## src/rtl/uart_6502_if.sv

```systemverilog
// uart_6502_if: 6502 bus-side signals of the uart_6502 peripheral.
//   i_data  CPU write data        o_data  CPU read data (combinational)
//   cs      chip select           rwb     1 = read, 0 = write
//   addr    register select       irqb    active-low interrupt request
interface uart_6502_if;
  logic [7:0] i_data;
  logic [7:0] o_data;
  logic       cs;
  logic       rwb;
  logic [1:0] addr;
  logic       irqb;
  modport master (output i_data, cs, rwb, addr, input o_data, irqb);
  modport slave (input i_data, cs, rwb, addr, output o_data, irqb);
endinterface

```

## src/rtl/uart_6502.sv

```systemverilog
// uart_6502: memory-mapped 8N1 UART with TX/RX FIFOs on the 6502 bus.
//   clk    CPU clock, rising edge     reset  asynchronous active-high
//   bus    uart_6502_if.slave (DATA/STATUS/CTRL/reserved registers, irqb)
//   i_rx   async serial input         o_tx   serial output, idles high
//   Define UART_LOOPBACK_EN to make CTRL bit 2 route o_tx into the receiver.
module uart_6502 #(
  parameter int BAUD_DIV   = 208,
  parameter int FIFO_DEPTH = 8
) (
  input  logic       clk,
  input  logic       reset,
  uart_6502_if.slave bus,
  input  logic       i_rx,
  output logic       o_tx
);
  localparam int AW = $clog2(FIFO_DEPTH);
  localparam int CW = AW + 1;
  localparam logic [15:0] BIT_END  = 16'(BAUD_DIV - 1);
  localparam logic [15:0] HALF_END = 16'(BAUD_DIV / 2 - 1);
  localparam logic [CW-1:0] FULL   = CW'(FIFO_DEPTH);
  typedef enum logic [1:0] {TX_IDLE, TX_START, TX_DATA, TX_STOP} tx_st_t;
  typedef enum logic [2:0] {RX_IDLE, RX_START, RX_DATA, RX_STOP, RX_WAIT} rx_st_t;
  tx_st_t tx_st_q, tx_st_d;
  rx_st_t rx_st_q, rx_st_d;
  logic [15:0] tx_cnt_q, tx_cnt_d, rx_cnt_q, rx_cnt_d;
  logic [2:0] tx_bit_q, tx_bit_d, rx_bit_q, rx_bit_d;
  logic [7:0] tx_sh_q, tx_sh_d, rx_sh_q, rx_sh_d;
  logic [7:0] tx_mem [FIFO_DEPTH];
  logic [7:0] rx_mem [FIFO_DEPTH];
  logic [AW-1:0] tx_wp_q, tx_wp_d, tx_rp_q, tx_rp_d, rx_wp_q, rx_wp_d, rx_rp_q, rx_rp_d;
  logic [CW-1:0] tx_n_q, tx_n_d, rx_n_q, rx_n_d;
  logic [1:0] sync_q, sync_d;
  logic [2:0] ctrl_q, ctrl_d;
  logic ovr_q, ovr_d, fe_q, fe_d, irq_q, irq_d;
  logic wr, rd, tx_push, tx_pop, rx_pop, stat_rd, tx_end, rx_end, rx_half;
  logic rx_stop, rx_ok, rx_push, rx_ovr, rx_fe, rx_in, rx_ne, tx_full, tx_idle;
  logic [2:0] ctrl_mask;
  logic [7:0] status;
`ifdef UART_LOOPBACK_EN
  assign rx_in     = ctrl_q[2] ? o_tx : i_rx;
  assign ctrl_mask = 3'b111;
`else
  assign rx_in     = i_rx;
  assign ctrl_mask = 3'b011;
`endif
  assign wr      = bus.cs & ~bus.rwb;
  assign rd      = bus.cs & bus.rwb;
  assign rx_ne   = rx_n_q != '0;
  assign tx_full = tx_n_q == FULL;
  assign tx_idle = tx_n_q == '0 && tx_st_q == TX_IDLE;
  assign tx_push = wr && bus.addr == 2'd0 && !tx_full;
  assign tx_pop  = tx_st_q == TX_IDLE && tx_n_q != '0;
  assign rx_pop  = rd && bus.addr == 2'd0 && rx_ne;
  assign stat_rd = rd && bus.addr == 2'd1;
  assign tx_end  = tx_cnt_q == BIT_END;
  assign rx_end  = rx_cnt_q == BIT_END;
  assign rx_half = rx_cnt_q == HALF_END;
  // Stop-bit sample edge: push, overrun or framing error is decided here.
  assign rx_stop = rx_st_q == RX_STOP && rx_end;
  assign rx_ok   = rx_stop & sync_q[1];
  assign rx_fe   = rx_stop & ~sync_q[1];
  // A pop on the same edge frees the slot, so a full FIFO still accepts.
  assign rx_push = rx_ok && (rx_n_q != FULL || rx_pop);
  assign rx_ovr  = rx_ok && rx_n_q == FULL && !rx_pop;
  assign status  = {3'b000, fe_q, ovr_q, tx_idle, tx_full, rx_ne};
  assign o_tx    = tx_st_q == TX_START ? 1'b0 : tx_st_q == TX_DATA ? tx_sh_q[0] : 1'b1;
  assign bus.irqb   = ~irq_q;
  assign bus.o_data = !bus.cs ? 8'h00 :
                      bus.addr == 2'd0 ? (rx_ne ? rx_mem[rx_rp_q] : 8'h00) :
                      bus.addr == 2'd1 ? status :
                      bus.addr == 2'd2 ? {5'b00000, ctrl_q} : 8'h00;
  always_comb begin
    tx_st_d  = tx_st_q;
    tx_bit_d = tx_bit_q;
    tx_sh_d  = tx_sh_q;
    tx_cnt_d = (tx_st_q == TX_IDLE || tx_end) ? 16'd0 : tx_cnt_q + 16'd1;
    case (tx_st_q)
      TX_IDLE: if (tx_pop) begin
        tx_st_d = TX_START;
        tx_sh_d = tx_mem[tx_rp_q];
      end
      TX_START: if (tx_end) begin
        tx_st_d  = TX_DATA;
        tx_bit_d = 3'd0;
      end
      TX_DATA: if (tx_end) begin
        tx_sh_d  = tx_sh_q >> 1;
        tx_bit_d = tx_bit_q + 3'd1;
        tx_st_d  = tx_bit_q == 3'd7 ? TX_STOP : TX_DATA;
      end
      TX_STOP: if (tx_end) tx_st_d = TX_IDLE;
      default: tx_st_d = TX_IDLE;
    endcase
  end
  always_comb begin
    rx_st_d  = rx_st_q;
    rx_bit_d = rx_bit_q;
    rx_sh_d  = rx_sh_q;
    rx_cnt_d = rx_cnt_q + 16'd1;
    case (rx_st_q)
      RX_IDLE: begin
        rx_cnt_d = 16'd0;
        if (!sync_q[1]) rx_st_d = RX_START;
      end
      RX_START: if (rx_half) begin
        rx_cnt_d = 16'd0;
        rx_bit_d = 3'd0;
        rx_st_d  = sync_q[1] ? RX_IDLE : RX_DATA;
      end
      RX_DATA: if (rx_end) begin
        rx_cnt_d = 16'd0;
        rx_sh_d  = {sync_q[1], rx_sh_q[7:1]};
        rx_bit_d = rx_bit_q + 3'd1;
        rx_st_d  = rx_bit_q == 3'd7 ? RX_STOP : RX_DATA;
      end
      RX_STOP: if (rx_end) begin
        rx_cnt_d = 16'd0;
        rx_st_d  = sync_q[1] ? RX_IDLE : RX_WAIT;
      end
      RX_WAIT: begin
        rx_cnt_d = 16'd0;
        if (sync_q[1]) rx_st_d = RX_IDLE;
      end
      default: rx_st_d = RX_IDLE;
    endcase
  end
  always_comb begin
    tx_wp_d = tx_wp_q + AW'(tx_push);
    tx_rp_d = tx_rp_q + AW'(tx_pop);
    tx_n_d  = tx_n_q + CW'(tx_push) - CW'(tx_pop);
    rx_wp_d = rx_wp_q + AW'(rx_push);
    rx_rp_d = rx_rp_q + AW'(rx_pop);
    rx_n_d  = rx_n_q + CW'(rx_push) - CW'(rx_pop);
    sync_d  = {sync_q[0], rx_in};
    ctrl_d  = (wr && bus.addr == 2'd2) ? bus.i_data[2:0] & ctrl_mask : ctrl_q;
    // Setting events win over the read-clear on the same edge.
    ovr_d   = rx_ovr | (ovr_q & ~stat_rd);
    fe_d    = rx_fe | (fe_q & ~stat_rd);
    irq_d   = (ctrl_q[0] & rx_ne) | (ctrl_q[1] & (tx_n_q == '0));
  end
  always_ff @(posedge clk) begin
    if (tx_push) tx_mem[tx_wp_q] <= bus.i_data;
    if (rx_push) rx_mem[rx_wp_q] <= rx_sh_q;
  end
  always_ff @(posedge clk or posedge reset) begin
    if (reset) begin
      tx_st_q  <= TX_IDLE;
      rx_st_q  <= RX_IDLE;
      tx_cnt_q <= '0;
      rx_cnt_q <= '0;
      tx_bit_q <= '0;
      rx_bit_q <= '0;
      tx_sh_q  <= '0;
      rx_sh_q  <= '0;
      tx_wp_q  <= '0;
      tx_rp_q  <= '0;
      tx_n_q   <= '0;
      rx_wp_q  <= '0;
      rx_rp_q  <= '0;
      rx_n_q   <= '0;
      sync_q   <= 2'b11;
      ctrl_q   <= '0;
      ovr_q    <= 1'b0;
      fe_q     <= 1'b0;
      irq_q    <= 1'b0;
    end else begin
      tx_st_q  <= tx_st_d;
      rx_st_q  <= rx_st_d;
      tx_cnt_q <= tx_cnt_d;
      rx_cnt_q <= rx_cnt_d;
      tx_bit_q <= tx_bit_d;
      rx_bit_q <= rx_bit_d;
      tx_sh_q  <= tx_sh_d;
      rx_sh_q  <= rx_sh_d;
      tx_wp_q  <= tx_wp_d;
      tx_rp_q  <= tx_rp_d;
      tx_n_q   <= tx_n_d;
      rx_wp_q  <= rx_wp_d;
      rx_rp_q  <= rx_rp_d;
      rx_n_q   <= rx_n_d;
      sync_q   <= sync_d;
      ctrl_q   <= ctrl_d;
      ovr_q    <= ovr_d;
      fe_q     <= fe_d;
      irq_q    <= irq_d;
    end
  end
endmodule

```

## src/flat_wrapper.sv

```systemverilog
// flat-port wrapper written by rule: the top's interface ports become plain ports
module uart_6502_flat 
#(
  parameter int BAUD_DIV   = 208,
  parameter int FIFO_DEPTH = 8
)
  (clk, reset, i_rx, o_tx, bus_i_data, bus_cs, bus_rwb, bus_addr, bus_o_data, bus_irqb);
  uart_6502_if bus_i ();
  input  logic clk;
  input  logic reset;
  input  logic i_rx;
  output logic o_tx;
  input wire logic [$bits(bus_i.i_data)-1:0] bus_i_data;
  input wire logic [$bits(bus_i.cs)-1:0] bus_cs;
  input wire logic [$bits(bus_i.rwb)-1:0] bus_rwb;
  input wire logic [$bits(bus_i.addr)-1:0] bus_addr;
  output wire logic [$bits(bus_i.o_data)-1:0] bus_o_data;
  output wire logic [$bits(bus_i.irqb)-1:0] bus_irqb;
  assign bus_i.i_data = bus_i_data;
  assign bus_i.cs = bus_cs;
  assign bus_i.rwb = bus_rwb;
  assign bus_i.addr = bus_addr;
  assign bus_o_data = bus_i.o_data;
  assign bus_irqb = bus_i.irqb;
  uart_6502 #(.BAUD_DIV(BAUD_DIV), .FIFO_DEPTH(FIFO_DEPTH)) u_core (.clk(clk), .reset(reset), .bus(bus_i), .i_rx(i_rx), .o_tx(o_tx));
endmodule
```

## config.mk

```make
export PLATFORM = sky130hd
export DESIGN_NAME = uart_6502_flat
export DESIGN_NICKNAME = d
export VERILOG_FILES = /design/src/rtl/uart_6502_if.sv /design/src/rtl/uart_6502.sv /design/src/flat_wrapper.sv
export SDC_FILE = /design/constraint.sdc
export NUM_CORES = 1
export LEC_CHECK = 0
export BUFFER_PORTS_ARGS = -buffer_cell sky130_fd_sc_hd__buf_2
export CAP_MARGIN = 20
export CORE_MARGIN = 2
export CORE_UTILIZATION = 25
export DETAILED_ROUTE_END_ITERATION = 10
export PLACE_DENSITY = 0.37
export SLEW_MARGIN = 30
export SYNTH_ARGS = -nofsm -noshare
export SYNTH_HDL_FRONTEND = slang
export SYNTH_SLANG_ARGS = --single-unit
```

## constraint.sdc

```tcl
create_clock -name clk -period 3.2 [get_ports clk]
set_clock_uncertainty 0.15 [all_clocks]
set_input_delay 0.48 -clock clk [delete_from_list [all_inputs] [get_ports clk]]
set_output_delay 0.48 -clock clk [all_outputs]
set_load 0.005 [all_outputs]
```

==> results.json, run 1 <==
{
  "clockRootBuffer": "clkbuf_16",
  "cts_max_level": 1,
  "dieArea_um2": 39500,
  "placed_cells": 1185,
  "power_density_nw_per_um2": 599,
  "clock_latency_ns": 0.53,
  "final_cells": 1235,
  "cts_setup_buffers": 0,
  "r2r_cells": 7,
  "syn_inst": 652,
  "synth-compound-area-share": 0.0674,
  "tightest_slew_ns": 0.825,
  "design_area_um2": 11200,
  "yosysTopAreaCell": "edfxtp_1",
  "synth_top_family_by_area": "multiplexers",
  "crit_chain": "mux4_2, mux2i_1, o21ai_1, buf_2",
  "area_delta_synth_final_pct": 17.9,
  "dr.pass1.iters": 5,
  "synth_mux_area_frac": 0.106,
  "synth_area_leaders": "edfxtp_1, dfrtp_1, ha_1",
  "grt_pass1_wl_mm": 32.3,
  "ys_seq_elements": 214,
  "synth.distinct_cells": 64,
  "post-route-min-period_ns": 2.99,
  "grt_antenna_before_repair": 1,
  "rr_endpoint": "u_core.rx_n_q[2]",
  "r2r_start": "u_core.rx_cnt_q[11]",
  "crit_family": "flip-flops",
  "synth_top_area_frac": 0.406,
  "finalPower_mw": 6.69,
  "slowest_delay_ns": 0.88,
  "hpwl_mm": 13.9,
  "finalCritPeriodShare": 0.933,
  "critPathLaunch": "u_core.rx_rp_q[1]",
  "path_buf_inv": 1,
  "core_area_um2": 37500,
  "drive_gt1_frac": 0.177,
  "gr-total-overflow": 0,
  "leakagePower_nw": 4.40,
  "rows": 71,
  "nNetsFinal": 752,
  "tritoncts": "yes",
  "grt_max_degree": 45,
  "wl_per_cell_um": 16.3,
  "synthFlopType": "edfxtp_1",
  "path_class": "reg2out",
  "die_x_um": 199,
  "place_congestion": 0.723,
  "die_y_um": 199,
  "start_util": 0.253,
  "drt-initial-drc-count": 200,
  "ant_nets": 0,
  "status": "finished clean",
  "pin_count": 25,
  "crit_path_end": "bus_o_data[3]",
  "place_area_um2": 10300,
  "synth_xor_xnor_area_share": 0.0287,
  "drt_wl_total_mm": 20.1,
  "hold_viol": 0,
  "diodes": 0,
  "cts_num_sinks": 214,
  "report.final.slew_viol_count": 0,
  "yosys.area_share.adder": 0.0452,
  "drc": 0,
  "critPathArrivalTime_ns": 2.36,
  "synth_area_um2": 9470,
  "required_ns": 2.57,
  "yosys.area_share.simple": 0.0971,
  "setup_viol": 0,
  "async_flop_share": 0.402,
  "cp-end-kind": "output port",
  "min_from": "bus_i_data[7]",
  "numPortBuffers": 24,
  "grt_pass1_vias": 5796,
  "ir_drop_v": 0.000383,
  "cp_max_fo": 19,
  "syn_area_per_cell_um2": 14.5,
  "final_common_cell": "edfxtp_1",
  "dr_total_vias": 5432,
  "cp_num_cells": 4,
  "cap_violations": 0,
  "synth_edf_count": 128,
  "grt_setup_unrepaired": "false",
  "slew-limit-headroom": 0.450,
  "clkTransAtPathRegs_ns": 0.06,
  "cts_buffers": 26,
  "reg2reg_slack_ns": 0.33,
  "post_drt_via_cell_ratio": 4.40,
  "slowest_stage": "dfrtp_1",
  "setup-tns-final_ns": 0,
  "synth_nets": 700,
  "yosysSeqAreaShare": 0.633,
  "yosys_warnings": 0,
  "hp-class": "in2reg",
  "grt_use_total": 0.105,
  "mostFrequentLayoutCells": "edfxtp_1, dfrtp_1, nor2_1",
  "cts_max_path_buffers": 3,
  "start_kind": "register",
  "fmaxAchievable_ghz": 0.335
}
## metal layers
layer	GRT usage	up-vias	share of wire	wire, um
met5	0	-	0.00055	11
met4	0.0340	2	0.027	539
met3	0.0192	36	0.036	716
met2	0.169	82	0.47	9440
met1	0.142	2723	0.47	9410
li1	-	2589	-	-
## report_power, final
part	internal (mW)	switching, mW
Sequential	3.05	0.181
Clock	1.64	1.16
Combinational	0.349	0.309
## worst min-delay path by stage
stage	to	slack [ns]	cells past startpoint
detailed placement	u_core.sync_q[1]	0.20	0
floorplan	u_core.sync_q[1]	0.20	0
global route	u_core.tx_mem[4][4]	0.09	1
CTS	u_core.tx_mem[0][7]	0.07	1
global placement	u_core.sync_q[1]	0.20	0
finish	u_core.tx_mem[0][7]	0.09	1
## area by class of cell
type | instances | area [um^2]
clock buffer | 29 | 693
clock inverter | 19 | 135
fill | 3815 | 26300
inverter | 29 | 110
multi-input combinational | 387 | 3280
sequential | 214 | 6000
tap | 511 | 639
timing repair buffer | 46 | 315
## synthesized netlist by cell type, types with 4 or more instances
master    number
or3_1          4
or2_1          8
ha_1          31
xnor2_1       17
nand2_1       20
a22oi_1        4
nand4_1        9
o21ai_1        9
nand2b_1       4
o31ai_1        4
o22ai_1        7
xor2_1        14
a21oi_1       24
nor2_1        42
a221o_1        7
edfxtp_1     128
mux2_1        24
nor2b_1        5
and3_1         6
nor4_1         6
nor3_1        10
nand3_1       16
mux2_2         6
a22o_1         5
a221oi_2       6
mux2i_1       31
dfrtp_1       84
or4_1          6
clkbuf_1      10
inv_1         29
buf_2          8
mux4_2        16
## per-stage QoR
step	hold slack [ns]	util	worst slack (ns)
floorplan	0.195	-	0.324
global placement	0.199	0.275	0.336
global route	0.0948	0.298	0.0547
CTS	0.0718	0.298	0.0178
finish	0.0924	0.298	0.214
detailed placement	0.197	0.275	0.244
## cell families (layout without fill, tap and decap cells)
kind of cell             count (synthesis)  in the layout
buffers and inverters                   51            123
flip-flops                             214            214
multiplexers                            77             77
AND/OR/NAND/NOR                        160            160
AO/OA/AOI/OAI                           86             86
adder cells (fa/ha/maj)                 33             33
XOR/XNOR                                31             31
## registers in the layout (all words and copies together), names as in the netlist, 2 cells and up
signal,count
u_core.tx_rp_q,3
u_core.tx_n_q,4
u_core.tx_cnt_q,16
u_core.tx_sh_q,8
u_core.sync_q,2
u_core.rx_mem,64
u_core.tx_bit_q,3
u_core.rx_sh_q,8
u_core.ctrl_q,2
u_core.tx_mem,64
u_core.rx_wp_q,3
u_core.rx_n_q,4
u_core.tx_st_q,2
u_core.rx_st_q,3
u_core.rx_rp_q,3
u_core.rx_bit_q,3
u_core.rx_cnt_q,16
u_core.tx_wp_q,3
## what timing repair did
item	in CTS	in global routing
endpoints found under the hold margin	19	0
endpoints found under the setup margin	0	5
gates resized for setup	0	2
hold buffers	2	0
No activity file was read; power rests on OpenSTA's default activity.
==> run 2: changes to the inputs <==
--- a/config.mk
+++ b/config.mk
@@ -5,6 +5,7 @@
 export SDC_FILE = /design/constraint.sdc
 export NUM_CORES = 1
 export LEC_CHECK = 0
+export ABC_AREA = 1
 export BUFFER_PORTS_ARGS = -buffer_cell sky130_fd_sc_hd__buf_2
 export CAP_MARGIN = 20
 export CORE_MARGIN = 2
==> run 2 against run 1 <==
Hold slack better by 0.0027 ns; core utilization down 0.070 points; global-route usage up 1.6 points; sequential power down 3%; critical path type unchanged; combinational power up 75%; power up 6.2%; critical endpoint is now bus_o_data[0]; first-iteration DRC count up 44%.
==> results.json, run 2 <==
{
  "die_x_um": 202,
  "dr_total_vias": 6566,
  "place_congestion": 0.786,
  "cts_max_level": 1,
  "die_y_um": 202,
  "sequentialPowerShare": 0.440,
  "cts_max_path_buffers": 3,
  "whs_ns": 0.0951,
  "post-route-min-period_ns": 2.95,
  "wl_per_cell_um": 15.0,
  "async_flop_share": 0.402,
  "hold_viol": 0,
  "numPortBuffers": 24,
  "p_sw_mw": 1.93,
  "slew-limit-headroom": 0.520,
  "tritoncts": "yes",
  "hp-class": "in2reg",
  "post_drt_via_cell_ratio": 4.21,
  "cts_setup_buffers": 0,
  "fmaxAchievable_ghz": 0.339,
  "cts_resized": 0,
  "dr.pass1.iters": 4,
  "grt_max_degree": 46,
  "intPower_mw": 5.17,
  "synth_area_um2": 9760,
  "report.final.slew_viol_count": 0,
  "ys_seq_elements": 214,
  "crit_path_end": "bus_o_data[0]",
  "drive_gt1_frac": 0.119,
  "synth_nets": 1015,
  "pwr-share-comb": 0.161,
  "synthFlopType": "edfxtp_1",
  "yosysSeqAreaShare": 0.615,
  "gr-total-overflow": 0,
  "setup_viol": 0,
  "clkPwrFrac": 0.399,
  "hpwl_mm": 15.8,
  "rr_endpoint": "u_core.rx_mem[5][2]",
  "cts_buffers": 26,
  "start_util": 0.253,
  "clock_latency_ns": 0.53,
  "leakagePower_nw": 4.96,
  "tightest_slew_ns": 0.720,
  "final_common_cell": "nand2_1",
  "syn_inst": 967,
  "critPathLaunch": "u_core.rx_rp_q[0]",
  "synth_top_area_frac": 0.394,
  "synth_area_leaders": "edfxtp_1, dfrtp_1, nand2_1",
  "cts_num_sinks": 214,
  "cp_max_fo": 36,
  "whs_path_depth": 1,
  "clkTransAtPathRegs_ns": 0.06,
  "grt_use_total": 0.121,
  "grt_setup_unrepaired": "false",
  "drt_wl_total_mm": 23.4,
  "cap_violations": 0,
  "finalCritPeriodShare": 0.921,
  "drt-initial-drc-count": 287,
  "ant_nets": 0,
  "grt_pass1_vias": 6943,
  "power_density_nw_per_um2": 620,
  "required_ns": 2.57,
  "synth_edf_count": 128,
  "grt_antenna_before_repair": 0,
  "synth.distinct_cells": 47,
  "drc": 0,
  "r2r_cells": 9,
  "ir_drop_v": 0.000374,
  "holdBufCountCts": 2,
  "pin_count": 25,
  "switching_share": 0.272,
  "yosysMostFrequentCell": "nand2_1",
  "diodes": 0,
  "grt_pass1_wl_mm": 39.1,
  "area_delta_synth_final_pct": 17.5,
  "largest_registers": "u_core.rx_mem x64, u_core.tx_mem x64",
  "clockRootBuffer": "clkbuf_16",
  "dieArea_um2": 40600,
  "yosys_warnings": 0,
  "core_area_um2": 38600,
  "critPathArrivalTime_ns": 2.32,
  "path_class": "reg2out",
  "start_kind": "register",
  "reg2reg_slack_ns": 0.64,
  "r2r_start": "u_core.rx_n_q[2]",
  "cp-end-kind": "output port",
  "status": "finished clean",
  "mostFrequentLayoutCells": "nand2_1, edfxtp_1, nor2_1",
  "setup-tns-final_ns": 0,
  "syn_area_per_cell_um2": 10.1,
  "yosysTopAreaCell": "edfxtp_1",
  "nNetsFinal": 1070,
  "synthTopCellsByCount": "nand2_1, edfxtp_1, nor2_1",
  "rows": 72
}
## run 2: changes by cell type after synthesis, moves of 8 or more
cell	previous run	this run
nor2_1	42	120
mux4_2	16	0
or2_1	8	0
buf_2	8	16
inv_1	29	76
xnor2_1	17	6
nand3_1	16	86
nand2_1	20	229
o21ai_0	1	51
mux2i_1	31	0
mux2_1	24	0
## run 2: layout make-up
cell class                 count  area, um^2
clock buffer                  39         761
clock inverter                 9        66.3
fill                        4101       27100
inverter                      86         325
multi-input combinational    641        3310
sequential                   214        6000
tap                          518         648
timing repair buffer          53         355
## run 2: power by group through the flow
stage                     logic [mW]  clock network [mW]  registers, mW
after floorplan                0.808                   0           3.16
after global placement          1.17                   0           3.18
after detailed placement        1.16                   0           3.18
after CTS                       1.17                2.95           3.13
after global routing            1.32                3.04           3.14
final                           1.15                2.83           3.12
## run 2: through the flow
step | power (mW) | cells | instance area, um^2 | setup slack [ns] | util
2_1_floorplan | 3.97 | 967 | 9760 | 0.351 | -
3_3_place_gp | 4.35 | 1510 | 10600 | 0.558 | 0.275
3_5_place_dp | 4.34 | 1510 | 10600 | 0.542 | 0.275
4_1_cts | 7.25 | 1560 | 11500 | 0.247 | 0.297
5_1_grt | 7.50 | 1560 | 11500 | 0.0790 | 0.297
6_report | 7.10 | 1560 | 11500 | 0.253 | 0.297
## run 2: critical path: stages (launching register included)
cell and delay, ns:
dfrtp_1 0.34, buf_4 0.36, nor2_1 0.10, nor2_1 0.09
o21ai_0 0.09, nand3_1 0.13, nand3_1 0.08, a21boi_0 0.39
buf_2 0.20
## run 2: worst min path at each step
stage                           from                  end  slack [ns]
floorplan           u_core.sync_q[0]     u_core.sync_q[1]        0.20
global placement    u_core.sync_q[0]     u_core.sync_q[1]        0.20
detailed placement  u_core.sync_q[0]     u_core.sync_q[1]        0.20
CTS                    bus_i_data[5]  u_core.tx_mem[0][5]        0.08
global route           bus_i_data[5]  u_core.tx_mem[0][5]        0.09
finish                 bus_i_data[5]  u_core.tx_mem[3][5]         0.1
## run 2: logic make-up (layout without fill, tap and decap cells)
| kind of cell | count (synthesis) | in the layout | share of synthesized area |
|---|---|---|---|
| adder cells (fa/ha/maj) | 33 | 33 | 0.0439 |
| XOR/XNOR | 20 | 20 | 0.0180 |
| buffers and inverters | 112 | 187 | 0.0463 |
| AO/OA/AOI/OAI | 102 | 102 | 0.0569 |
| flip-flops | 214 | 214 | 0.615 |
| AND/OR/NAND/NOR | 484 | 484 | 0.218 |
| multiplexers | 2 | 2 | 0.00231 |
## run 2: layer usage
layer,vias up,global-route usage,wire (um)
li1,3336,-,-
met1,3096,0.165,11100
met2,97,0.199,11000
met3,37,0.0172,781
met4,0,0.0360,634
met5,-,0,0
==> run 3: changes to the inputs <==
--- a/config.mk
+++ b/config.mk
@@ -8,7 +8,7 @@
 export ABC_AREA = 1
 export BUFFER_PORTS_ARGS = -buffer_cell sky130_fd_sc_hd__buf_2
 export CAP_MARGIN = 20
-export CORE_MARGIN = 2
+export CORE_MARGIN = 5
 export CORE_UTILIZATION = 25
 export DETAILED_ROUTE_END_ITERATION = 10
 export PLACE_DENSITY = 0.37
==> run 3 against run 2 <==
Critical path depth increased by 1; cell count increased by 0.19%; non-clock buffer count grew 3; largest cell class unchanged.
==> results.json, run 3 (synthesis gave the netlist of run 2 again) <==
{
  "status": "finished clean",
  "dieArea_um2": 43100,
  "grt_use_total": 0.106,
  "required_ns": 2.57,
  "setup-tns-final_ns": 0,
  "report.final.slew_viol_count": 0,
  "reg2reg_slack_ns": 0.67,
  "dr.pass1.iters": 4,
  "finalCritPeriodShare": 0.901,
  "setup_viol": 0,
  "grt_pass1_wl_mm": 37.4,
  "ant_nets": 0,
  "hpwl_mm": 15.7,
  "mostFrequentLayoutCells": "nand2_1, edfxtp_1, nor2_1",
  "clock_latency_ns": 0.53,
  "hold_viol": 0,
  "slew-limit-headroom": 0.528,
  "slowest_stage": "dfrtp_1",
  "start_kind": "register",
  "power_density_nw_per_um2": 612,
  "cts_num_sinks": 214,
  "cts_max_path_buffers": 3,
  "placed_cells": 1513,
  "die_x_um": 208,
  "drt-initial-drc-count": 273,
  "critPathArrivalTime_ns": 2.25,
  "crit_family": "buffers and inverters",
  "cts_buffers": 26,
  "crit_chain": "inv_1, buf_4, nand2_1, nand2_1, nand2_1, o211ai_1, nand3_1, a21oi_1, buf_2",
  "slowest_delay_ns": 0.37,
  "tightest_slew_ns": 0.708,
  "cap_violations": 0,
  "dr_total_vias": 6571,
  "whs_ns": 0.0958,
  "post-route-min-period_ns": 2.88,
  "clkTransAtPathRegs_ns": 0.06,
  "grt_setup_unrepaired": "false",
  "place_congestion": 0.720,
  "cpMostUsedCell": "nand2_1",
  "area_delta_synth_final_pct": 17.5,
  "ir_drop_v": 0.000349,
  "numPortBuffers": 24,
  "cts_setup_buffers": 0,
  "core_area_um2": 38600,
  "post_drt_via_cell_ratio": 4.20,
  "nNetsFinal": 1073,
  "largest_registers": "u_core.rx_mem x64, u_core.tx_mem x64",
  "dp_slack_ns": 0.591,
  "grt_max_degree": 52,
  "final_common_cell": "nand2_1",
  "drt_wl_total_mm": 23.0,
  "rows": 72,
  "fmaxAchievable_ghz": 0.347,
  "drive_gt1_frac": 0.121,
  "tritoncts": "yes",
  "hp-class": "in2reg",
  "pin_count": 25,
  "final_cells": 1563,
  "finalPower_mw": 7.01,
  "leakagePower_nw": 4.97,
  "cts_resized": 0,
  "start_util": 0.252,
  "setup_slack_ns": 0.317,
  "grt_antenna_before_repair": 1,
  "cts_max_level": 1,
  "path_buf_inv": 3,
  "wl_per_cell_um": 14.7,
  "cp-end-kind": "output port",
  "cp_max_fo": 13,
  "gr-total-overflow": 0,
  "path_class": "reg2out",
  "drc": 0,
  "diodes": 0,
  "die_y_um": 208,
  "clockRootBuffer": "clkbuf_16",
  "grt_pass1_vias": 6642
}
-- run 3: cell count changes in the layout (fill, tap and decap cells not counted), sizes merged --
| cell | change |
|---|---|
| clkbuf | -4 |
| clkinv | +4 |
| buf | +3 |
-- run 3: final timing paths --
check	startpoint	to	cells after the start
worst min-delay path	bus_i_data[2]	u_core.tx_mem[3][2]	1
worst max register to register	u_core.rx_cnt_q[0]	u_core.rx_mem[0][7]	7
worst min register to register	u_core.sync_q[0]	u_core.sync_q[1]	0
max in group asynchronous	reset	u_core.irq_q	4
min in group asynchronous	reset	u_core.rx_cnt_q[7]	3
worst max-delay path	u_core.rx_rp_q[0]	bus_o_data[4]	9
-- run 3: power by group --
part	internal (mW)	leakage, nW	switching, mW
clock	1.64	0.399	1.13
combinational	0.415	2.14	0.708
sequential	3.04	2.43	0.0756
total	5.10	4.97	1.92
-- run 3: final cells by class --
class / count / area (um^2)
fill: 3996 / 27200
tap: 518 / 648
sequential: 214 / 6000
multi-input combinational: 641 / 3310
inverter: 86 / 325
clock inverter: 13 / 93.8
timing repair buffer: 56 / 378
clock buffer: 35 / 714
-- run 3: per-layer routing --
layer | GRT usage | vias up | part of all wire
met5 | 0 | - | 0.00057
met4 | 0.0278 | 2 | 0.022
met3 | 0.0190 | 41 | 0.036
met2 | 0.171 | 91 | 0.46
met1 | 0.148 | 3087 | 0.48
li1 | - | 3350 | -
-- run 3: timing repair --
action | 4_1_cts | 5_1_grt
hold buffers | 2 | 0
endpoints found under the hold margin | 49 | 0
setup endpoints to repair | 0 | 0
-- run 3: through the flow --
step / util / cell area (um^2)
after floorplan: - / 9760
after global placement: 0.275 / 10600
after detailed placement: 0.275 / 10600
after CTS: 0.297 / 11500
after global routing: 0.297 / 11500
final: 0.297 / 11500
